**config.mk**
```make
export PLATFORM = sky130hd
export DESIGN_NAME = arith_arb
export DESIGN_NICKNAME = d
export VERILOG_FILES = /design/src/rtl/arith_arb.sv
export SDC_FILE = /design/constraint.sdc
export NUM_CORES = 1
export LEC_CHECK = 0
export ABC_AREA = 0
export ABC_CLOCK_PERIOD_IN_PS = 5250
export CAP_MARGIN = 30
export CORE_AREA = 3 3 65 67
export DETAILED_ROUTE_END_ITERATION = 7
export DIE_AREA = 0 0 68 70
export PLACE_DENSITY = 0.81
export SETUP_SLACK_MARGIN = 0.2
export SYNTH_ARGS = -nofsm -noshare
export SYNTH_HDL_FRONTEND = slang
export SYNTH_SLANG_ARGS = --single-unit
```
**constraint.sdc**
```tcl
create_clock -name clk -period 5.25 [get_ports clk]
set_clock_uncertainty 0.05 [all_clocks]
set_input_delay 0.7875 -clock clk [delete_from_list [all_inputs] [get_ports clk]]
set_output_delay 0.7875 -clock clk [all_outputs]
set_load 0.01 [all_outputs]
```
**src/rtl/arith_arb.sv**
```systemverilog
// Two-requester round-robin arbiter sharing one 8-bit add/subtract unit.
// Optional signed saturation; one operation accepted every three cycles.
module arith_arb (
  input  logic       clk,
  input  logic       rst_n,
  input  logic       req0,
  input  logic       req1,
  input  logic [7:0] A0,
  input  logic [7:0] B0,
  input  logic [7:0] A1,
  input  logic [7:0] B1,
  input  logic       sub0,
  input  logic       sub1,
  input  logic       sat_en,
  output logic       done0,
  output logic       done1,
  output logic [7:0] RES,
  output logic       OV,
  output logic       busy
);

  // state | meaning
  // IDLE  | waiting for a request; a grant latches that requester's operands
  // CALC  | latched operands feed the adder; result registered at next edge
  // DONE  | done pulse to the granted requester, then back to IDLE
  typedef enum logic [1:0] {
    IDLE = 2'd0,
    CALC = 2'd1,
    DONE = 2'd2
  } state_t;

  state_t     state_q;
  state_t     state_d;
  logic       take;
  logic       finish;
  logic       grant_sel;
  logic       gnt_q;
  logic       last_q;
  logic [7:0] a_q;
  logic [7:0] b_q;
  logic       sub_q;
  logic       sat_q;
  logic [7:0] b_eff;
  logic [7:0] sum;
  logic       ov_d;
  logic [7:0] res_d;

  // On a tie the requester that was not served last wins.
  assign grant_sel = (req0 && req1) ? ~last_q : req1;

  assign b_eff = sub_q ? ~b_q : b_q;
  assign sum   = a_q + b_eff + {7'd0, sub_q};
  assign ov_d  = (a_q[7] == b_eff[7]) && (sum[7] != a_q[7]);
  assign res_d = (sat_q && ov_d) ? (a_q[7] ? 8'h80 : 8'h7F) : sum;

  assign busy = (state_q != IDLE);

  always_comb begin
    state_d = state_q;
    take    = 1'b0;
    finish  = 1'b0;
    case (state_q)
      IDLE: begin
        if (req0 || req1) begin
          take    = 1'b1;
          state_d = CALC;
        end
      end
      CALC: begin
        finish  = 1'b1;
        state_d = DONE;
      end
      DONE:    state_d = IDLE;
      default: state_d = IDLE;
    endcase
  end

  always_ff @(posedge clk or negedge rst_n) begin
    if (!rst_n) begin
      state_q <= IDLE;
      a_q     <= 8'h00;
      b_q     <= 8'h00;
      sub_q   <= 1'b0;
      sat_q   <= 1'b0;
      gnt_q   <= 1'b0;
      last_q  <= 1'b1;
      RES     <= 8'h00;
      OV      <= 1'b0;
      done0   <= 1'b0;
      done1   <= 1'b0;
    end else begin
      state_q <= state_d;
      done0   <= finish && !gnt_q;
      done1   <= finish && gnt_q;
      if (take) begin
        a_q    <= grant_sel ? A1 : A0;
        b_q    <= grant_sel ? B1 : B0;
        sub_q  <= grant_sel ? sub1 : sub0;
        sat_q  <= sat_en;
        gnt_q  <= grant_sel;
        last_q <= grant_sel;
      end
      if (finish) begin
        RES <= res_d;
        OV  <= ov_d;
      end
    end
  end

endmodule

```
==> metrics, run 1 <==
outcome completed; DRC 0; syn nets 225; Die Span X roughly 70 um; nets@finish between 200 and 300; CP required between 5 and 6 ns; pre-CTS setup slack roughly 2.8 ns; PortBufs 50; first-pass GRT wire length about 6000 um; vias 1423; TNS Setup 0 ns; GP Congestion roughly 0.9; Syn. warnings 0; hold_buf cts 0; GR Util All Layers 0.158; vias per cell between 5 and 6; CTS resizes 0; post-place instance area approximately 2400 um2; Startpoint Class flip-flop; crit-path max FO 10; wirelength, routed around 3400 um; period utilization 0.479; number of global-route vias before repair 1336; Setup WS post-layout approximately 2.7 ns; RSZ-0062 raised after global routing false; Setup crit end kind flip-flop; Setup-failing EPs final 0; Leak Pwr around 1.0 nW; post-route insts no fill roughly 280; Hold Crit Depth 1; die area about 4800 um2; Worst Reg2Reg Path Length in Cells 7; pwr/cell area between 700 and 800 nW/um2; logic gate share of total power 0.614; clock power share 0.114; Hold Fails Final Rpt 0; post-synth top area share 0.434; share of cells above drive strength 1 0.117; Multi-input gate area between 900 and 1000 um2; number of detailed-route iterations in the first pass 4; I/O Pins 51; sw frac 0.414; root buffer cell clkbuf_8; die height around 70 um; CTS Sinks 33; row count 22; Netlist Area Pre-Place 1840 um2; most common cell after layout, fill and taps aside clkdlybuf4s50_1; worst-skew pair later-pin latency between 0.2 and 0.3 ns; Post-Syn Instances around 180; post-synth top area cell dfrtp_1; grt total ovfl 0; slew margin rel. 0.704; Longest Clk Path Bufs 2; Cell Count Post-Placement 270; average wire per standard cell 12.3 um; Setup Buffers After CTS 0; commonest cells after routing, fill and taps aside clkdlybuf4s50_1, dfrtp_1, nor2_1, a21oi_1, mux2i_1; WP data arrival 2.63 ns; Setup CP Type reg2reg; largest net degree at the start of global routing 38; Layout area overhead 34.6%; Antenna Nets Post-Route 0; Reg clk slew, reported paths around 0.07 ns; Netlist cell types 38; FMAX between 300 and 400 MHz; Filler cells about 300; top cells by area, synth dfrtp_1, mux2i_1, a21oi_1, nor2_1, ha_1; design area roughly 2500 um2; CTS tree yes; max_cap viols 0; Internal Pwr Total 1.05 mW; DR iter-0 viols 80; CTS Buf Count 5; Sequential Power Share 0.272; initial antenna violation count 0; Antenna Cells 0; register area share after synthesis 0.449; HP Class reg2reg; fin. max-slew vios 0; Tmin final 2.52 ns; actual slew at the worst max-slew pin ~0.44 ns; Synth Register Bits 33; FF/Latch Area 827 um2; Max rail drop VDD about 0.32 mV; fin util 0.673; core area about 3700 um2; Avg Inst Size Synth approximately 10 um2; Hold Slack roughly 0.38 ns; dpl hpwl roughly 2600 um; total power approximately 1.8 mW; switching power total 0.743 mW; H-tree depth 2; Starting Density 0.500
## state kept, by name (all words and copies together), names as in the netlist
signal and flops:
a_q 8, OV 1, sat_q 1, sub_q 1, last_q 1, done0 1
state_q 2, done1 1, gnt_q 1, b_q 8, RES 8
## Yosys cell counts
library cell / n
o221ai_1: 1
o2111ai_1: 1
dfrtp_1: 32
and2b_2: 1
o21ai_0: 2
nand2_1: 8
o22ai_2: 1
a21o_1: 1
mux2i_2: 1
a31oi_1: 1
a31o_4: 1
o221a_1: 1
nand2b_1: 3
o311ai_0: 1
xor2_1: 10
clkbuf_2: 1
o21a_1: 1
o211ai_1: 2
ha_1: 7
nand4_1: 1
mux2_2: 1
buf_2: 2
inv_1: 6
and2_1: 1
nor2_1: 27
buf_6: 2
clkbuf_1: 4
a21oi_1: 23
mux2i_1: 18
fa_1: 1
or4b_2: 1
or3_4: 1
xnor2_1: 3
dfstp_2: 1
a22oi_1: 1
o21ai_1: 2
a21boi_0: 1
o221a_2: 6
## per-layer routing
layer  vias up  share of wire  track usage
met5         -              0            0
met4         0          0.015       0.0640
met3         5          0.043       0.0354
met2        36           0.50        0.257
met1       651           0.45        0.199
li1        731              -            -
## path summary, 6_finish.rpt
kind | start | to | slack, ns
setup / recovery | sub_q | RES[0] | 2.73
hold / removal | gnt_q | done0 | 0.38
setup reg to reg | sub_q | RES[0] | 2.73
hold reg to reg | gnt_q | done0 | 0.38
max in group asynchronous | rst_n | last_q | 3.97
min in group asynchronous | rst_n | b_q[6] | 0.86
## worst max-delay path, stage by stage, from the launching register on
cell	delay (ns)
dfrtp_1	0.54
xor2_1	0.23
ha_1	0.36
a21oi_1	0.23
o22ai_2	0.15
a22oi_1	0.31
o21ai_1	0.23
o221a_2	0.30
## cell families (layout without fill, tap and decap cells)
kind of cell             after synthesis  in the layout  synth area share
flip-flops                            33             33             0.449
adder cells (fa/ha/maj)                8              8            0.0584
multiplexers                          20             20             0.111
XOR/XNOR                              13             13            0.0618
AO/OA/AOI/OAI                         46             46             0.174
buffers and inverters                 15             67            0.0407
AND/OR/NAND/NOR                       43             43             0.105
## power by group through the flow
stage,clock network (mW),registers (mW),logic [mW]
2_1_floorplan,0,0.480,0.833
4_1_cts,0.210,0.491,1.10
5_1_grt,0.219,0.508,1.23
3_5_place_dp,0,0.495,1.09
3_3_place_gp,0,0.492,1.06
6_report,0.205,0.488,1.10
## cell type report
cell class,instances,area share
multi-input combinational,130,0.382
clock buffer,7,0.0388
tap,48,0.0242
inverter,6,0.00908
timing repair buffer,53,0.211
clock inverter,1,0.00202
sequential,33,0.333
No activity file was read; power rests on OpenSTA's default activity.
==> run 2, diff against run 1 <==
Settings changed: ABC_CLOCK_PERIOD_IN_PS 5250 to 2600, CORE_AREA 3 3 65 67 to 3 3 66 68, DIE_AREA 0 0 68 70 to 0 0 69 71, PLACE_DENSITY 0.81 to 0.79.
Clock period 5.25 ns to 2.6 ns, I/O delays scaled along.
==> metrics, run 2 (same netlist as run 1, synthesis figures left out) <==
outcome completed; die height 71 um (+1.4%); initial antenna violation count 0 (unchanged); Setup-failing EPs final 0 (unchanged); share of cells above drive strength 1 0.166 (+0.0486); CP required 2.72 ns (-2.64 ns); I/O Pins 51 (unchanged); wirelength, routed 3560 um (+4.5%); commonest cells after routing, fill and taps aside clkdlybuf4s50_1, dfrtp_1, nor2_1, a21oi_1, mux2i_1; Antenna Cells 0 (unchanged); H-tree depth 2 (unchanged); root buffer cell clkbuf_8; RSZ-0062 raised after global routing true; DRC 0 (unchanged); TNS Setup 0 ns (unchanged); Setup WS post-layout 0.258 ns (-2.48 ns); grt total ovfl 0 (unchanged); pre-CTS setup slack 0.0864 ns (-2.66 ns); slew margin rel. 0.729 (+0.0249); dpl hpwl 2690 um (+3.8%); slowest CP cell dfrtp_2; number of detailed-route iterations in the first pass 6 (+2); most common cell after layout, fill and taps aside clkdlybuf4s50_1; Setup crit end kind flip-flop; Startpoint Class flip-flop; HP Class reg2reg; CTS tree yes; Max rail drop VDD 0.845 mV (+160%); Antenna Nets Post-Route 0 (unchanged); first-pass GRT wire length 6070 um (+4.0%); max_cap viols 0 (unchanged); fin util 0.659 (-0.0135); Leak Pwr 1.06 nW (+2.1%); crit-path max FO 7 (-3); actual slew at the worst max-slew pin 0.406 ns (-0.0345 ns); Starting Density 0.471 (-0.0288); Setup CP Type reg2reg; Reg clk slew, reported paths 0.07 ns (about the same); GR Util All Layers 0.152 (-0.00602); Longest Clk Path Bufs 2 (unchanged); pwr/cell area 1490 nW/um2 (+110%); row count 23 (+4.5%); largest net degree at the start of global routing 38 (unchanged); fin. max-slew vios 0 (unchanged); Tmin final 2.34 ns (-0.174 ns); FMAX 427 MHz (+7.4%); Largest regs RES (8), a_q (8), b_q (8); slowest stage delay, CP 0.45 ns (-0.09 ns); Hold Fails Final Rpt 0 (unchanged); vias 1465 (+3.0%); nets@finish 281 (+1.8%); Layout area overhead 40.0%; WP data arrival 2.47 ns (-0.16 ns); period utilization 0.901 (+0.422); CTS Buf Count 5 (unchanged); GP Congestion 0.842 (-6.4%); core area 3910 um2 (+6.1%); DR iter-0 viols 82 (+2.5%); die area 4900 um2 (+2.9%); Die Span X 69 um (+1.5%); CTS Sinks 33 (unchanged); average wire per standard cell 12.5 um (+1.9%); PortBufs 50 (unchanged); worst-skew pair later-pin latency 0.28 ns (about the same); number of global-route vias before repair 1421 (+6.4%); vias per cell 5.14 (+0.42%); crit-path cells buf_4 -> xor2_1 -> ha_1 -> nand4_1 -> o22ai_2 -> a31o_4 -> or3_4 -> o221a_2
[run 2: changes by cell type in the layout (fill, tap and decap cells not counted), moves of 2 or more]
cell,change
xor2_1,-2
clkbuf_1,+2
buf_4,+4
ha_1,-2
[run 2: final cells by class]
type / count / area [um2]
Clock buffer: 8 / 90.1
Fill cell: 323 / 1330
Inverter: 6 / 22.5
Multi-Input combinational cell: 130 / 1000
Sequential cell: 33 / 828
Tap cell: 50 / 62.6
Timing Repair Buffer: 58 / 573
[run 2: worst max-delay path: cells and delay by family (launching register included)]
family / cells / cell delay [ns]
AO/OA/AOI/OAI: 3 / 0.52
flip-flops: 1 / 0.45
adder cells (fa/ha/maj): 1 / 0.37
XOR/XNOR: 1 / 0.16
AND/OR/NAND/NOR: 2 / 0.51
buffers and inverters: 1 / 0.18
[run 2: worst paths after layout]
check / from / end / slack [ns] / depth (start not counted)
hold / removal: gnt_q / done0 / 0.37 / 1
min in group asynchronous: rst_n / b_q[7] / 0.45 / 2
max in group asynchronous: rst_n / last_q / 1.72 / 2
setup / recovery: sub_q / RES[3] / 0.26 / 8
hold reg to reg: gnt_q / done0 / 0.37 / 1
setup reg to reg: sub_q / RES[3] / 0.26 / 8
[run 2: what timing repair did]
item                                    CTS  global route
endpoints found under the setup margin    7             8
pin swaps                                 0             6
hold buffers                              0             0
gates resized for setup                   1            13
setup buffers                             0             5
[run 2: metal layers]
metal	track usage	share of wire	up-vias
met3	0.0440	0.058	5
li1	-	-	742
met2	0.272	0.51	40
met5	0	0	-
met4	0.0390	0.010	0
met1	0.179	0.42	678
[run 2: power breakdown]
group / internal (mW) / leakage [nW] / switching, mW
Combinational: 1.26 / 0.637 / 1.22
Clock: 0.216 / 0.0455 / 0.171
Sequential: 0.783 / 0.374 / 0.209
Total: 2.26 / 1.06 / 1.60
[run 2: through the flow]
stage / instances / area (um2) / hold WS [ns] / total power, mW
after global routing: 285 / 2580 / 0.394 / 4.23
after global placement: 272 / 2390 / 0.358 / 3.16
after CTS: 280 / 2490 / 0.377 / 3.64
final: 285 / 2580 / 0.372 / 3.86
after floorplan: 178 / 1840 / 0.0444 / 2.65
after detailed placement: 272 / 2390 / 0.369 / 3.24
==> run 3, diff against run 2 <==
Settings changed: CORE_AREA 3 3 66 68 to 3 3 62 64, CTS_CLUSTER_SIZE set to 28, DIE_AREA 0 0 69 71 to 0 0 65 67, DONT_BUFFER_PORTS set to 1, PLACE_DENSITY 0.79 to 0.69.
==> metrics, run 3 (same netlist as run 1, synthesis figures left out) <==
period utilization 0.888 (-0.0132); Antenna Cells 0 (unchanged); Tmin final 2.31 ns (-0.0343 ns); Bufs and invs on worst path 1 (unchanged); die height 67 um (-5.6%); slowest CP cell dfrtp_2; PortBufs 0 (-100%); Antenna Nets Post-Route 0 (unchanged); I/O Pins 51 (unchanged); Layout area overhead 14.7%; slowest stage delay, CP 0.48 ns (+0.03 ns); HP Class in2reg; WP data arrival 2.48 ns (about the same); max_cap viols 0 (unchanged); commonest cells after routing, fill and taps aside dfrtp_1, nor2_1, a21oi_1, mux2i_1, buf_4; nets@finish 238 (-15%); GR Util All Layers 0.184 (+0.0322); CTS tree yes; Setup crit end kind flip-flop; CP required 2.77 ns (+0.05 ns); worst-skew pair later-pin latency 0.33 ns (+0.05 ns); post-route insts no fill 238 (-16%); Longest Clk Path Bufs 2 (unchanged); CP top delay family simple AND/OR/NAND/NOR gates; Starting Density 0.552 (+0.0814); TNS Setup 0 ns (unchanged); GP Congestion 0.823 (-2.2%); Largest regs RES (8), a_q (8), b_q (8); RSZ-0062 raised after global routing false; number of global-route vias before repair 1323 (-6.9%); largest net degree at the start of global routing 34 (-11%); vias per cell 5.72 (+11%); core area 3340 um2 (-15%); Reg clk slew, reported paths 0.09 ns (+0.02 ns); crit-path cells buf_6 -> xor2_2 -> ha_1 -> nand4_1 -> o22ai_2 -> a31o_4 -> or3_4 -> o221a_1; post-place instance area 1880 um2 (-21%); root buffer cell clkbuf_4; vias 1361 (-7.1%); CTS Buf Count 5 (unchanged); Startpoint Class flip-flop; DRC 0 (unchanged); Cell Count Post-Placement 219 (-19%); dpl hpwl 2680 um (-0.44%); H-tree depth 2 (unchanged); number of detailed-route iterations in the first pass 4 (-2); most common cell after layout, fill and taps aside dfrtp_1; DR iter-0 viols 53 (-35%); FMAX 433 MHz (+1.5%); Setup CP Type reg2reg; Die Span X 65 um (-5.8%); actual slew at the worst max-slew pin 0.505 ns (+0.0982 ns); grt total ovfl 0 (unchanged); outcome completed; Hold Fails Final Rpt 0 (unchanged); crit-path max FO 7 (unchanged); fin. max-slew vios 0 (unchanged); Setup-failing EPs final 0 (unchanged); average wire per standard cell 16.1 um (+28%); design area 2110 um2 (-18%); share of cells above drive strength 1 0.260 (+0.0945); first-pass GRT wire length 5940 um (-2.1%); row count 21 (-8.7%); slew margin rel. 0.663 (-0.0659); initial antenna violation count 0 (unchanged); wirelength, routed 3820 um (+7.2%); CTS Sinks 33 (unchanged); die area 4360 um2 (-11%); Filler cells 290 (-10%)
==> run 3: cell types whose count changed in the layout (fill, tap and decap cells not counted), moves of 2 or more <==
cell,delta
clkdlybuf4s50_1,-50
buf_4,+5
clkbuf_4,+5
clkbuf_8,-5
a21oi_1,-3
a21oi_2,+3
ha_2,+2
==> run 3: worst paths after layout <==
path	startpoint	to	slack, ns	cells after the start
worst min-delay path	req0	last_q	0.06	1
worst min register to register	gnt_q	done0	0.37	1
min in group asynchronous	rst_n	state_q[1]	0.44	2
worst max register to register	sub_q	RES[4]	0.29	8
max in group asynchronous	rst_n	last_q	1.81	2
worst max-delay path	sub_q	RES[4]	0.29	8
==> run 3: area by class of cell <==
type	instances	area (um2)	share of cell area
Sequential cell	33	828	0.392
Timing Repair Buffer	15	131	0.0622
Multi-Input combinational cell	130	1010	0.480
Tap cell	46	57.6	0.0272
Clock buffer	8	58.8	0.0278
Inverter	6	22.5	0.0107
==> run 3: metrics by stage <==
stage	util	hold WS (ns)	setup WS (ns)
after detailed placement	0.565	0.0453	0.0601
after global placement	0.565	0.0453	0.181
after global routing	0.633	0.0375	0.195
final	0.633	0.0597	0.292
after CTS	0.606	0.0431	0.213
after floorplan	-	0.0444	0.269
==> run 3: repair_timing <==
action | in CTS | in global routing
hold buffers | 2 | 0
pin swaps | 1 | 10
setup buffers | 4 | 5
resized for setup | 6 | 14
gates cloned | 0 | 0
hold endpoints to repair | 33 | 0
endpoints found under the setup margin | 8 | 8
==> run 3: per-layer routing <==
| layer | share of wire | track usage |
|---|---|---|
| met5 | 0 | 0 |
| met4 | 0.031 | 0.127 |
| met3 | 0.060 | 0.0506 |
| met2 | 0.50 | 0.318 |
| met1 | 0.41 | 0.195 |
Power of run 3 is not shown: default switching activity piles up to over one toggle a cycle in this logic, so the estimate is an artifact.
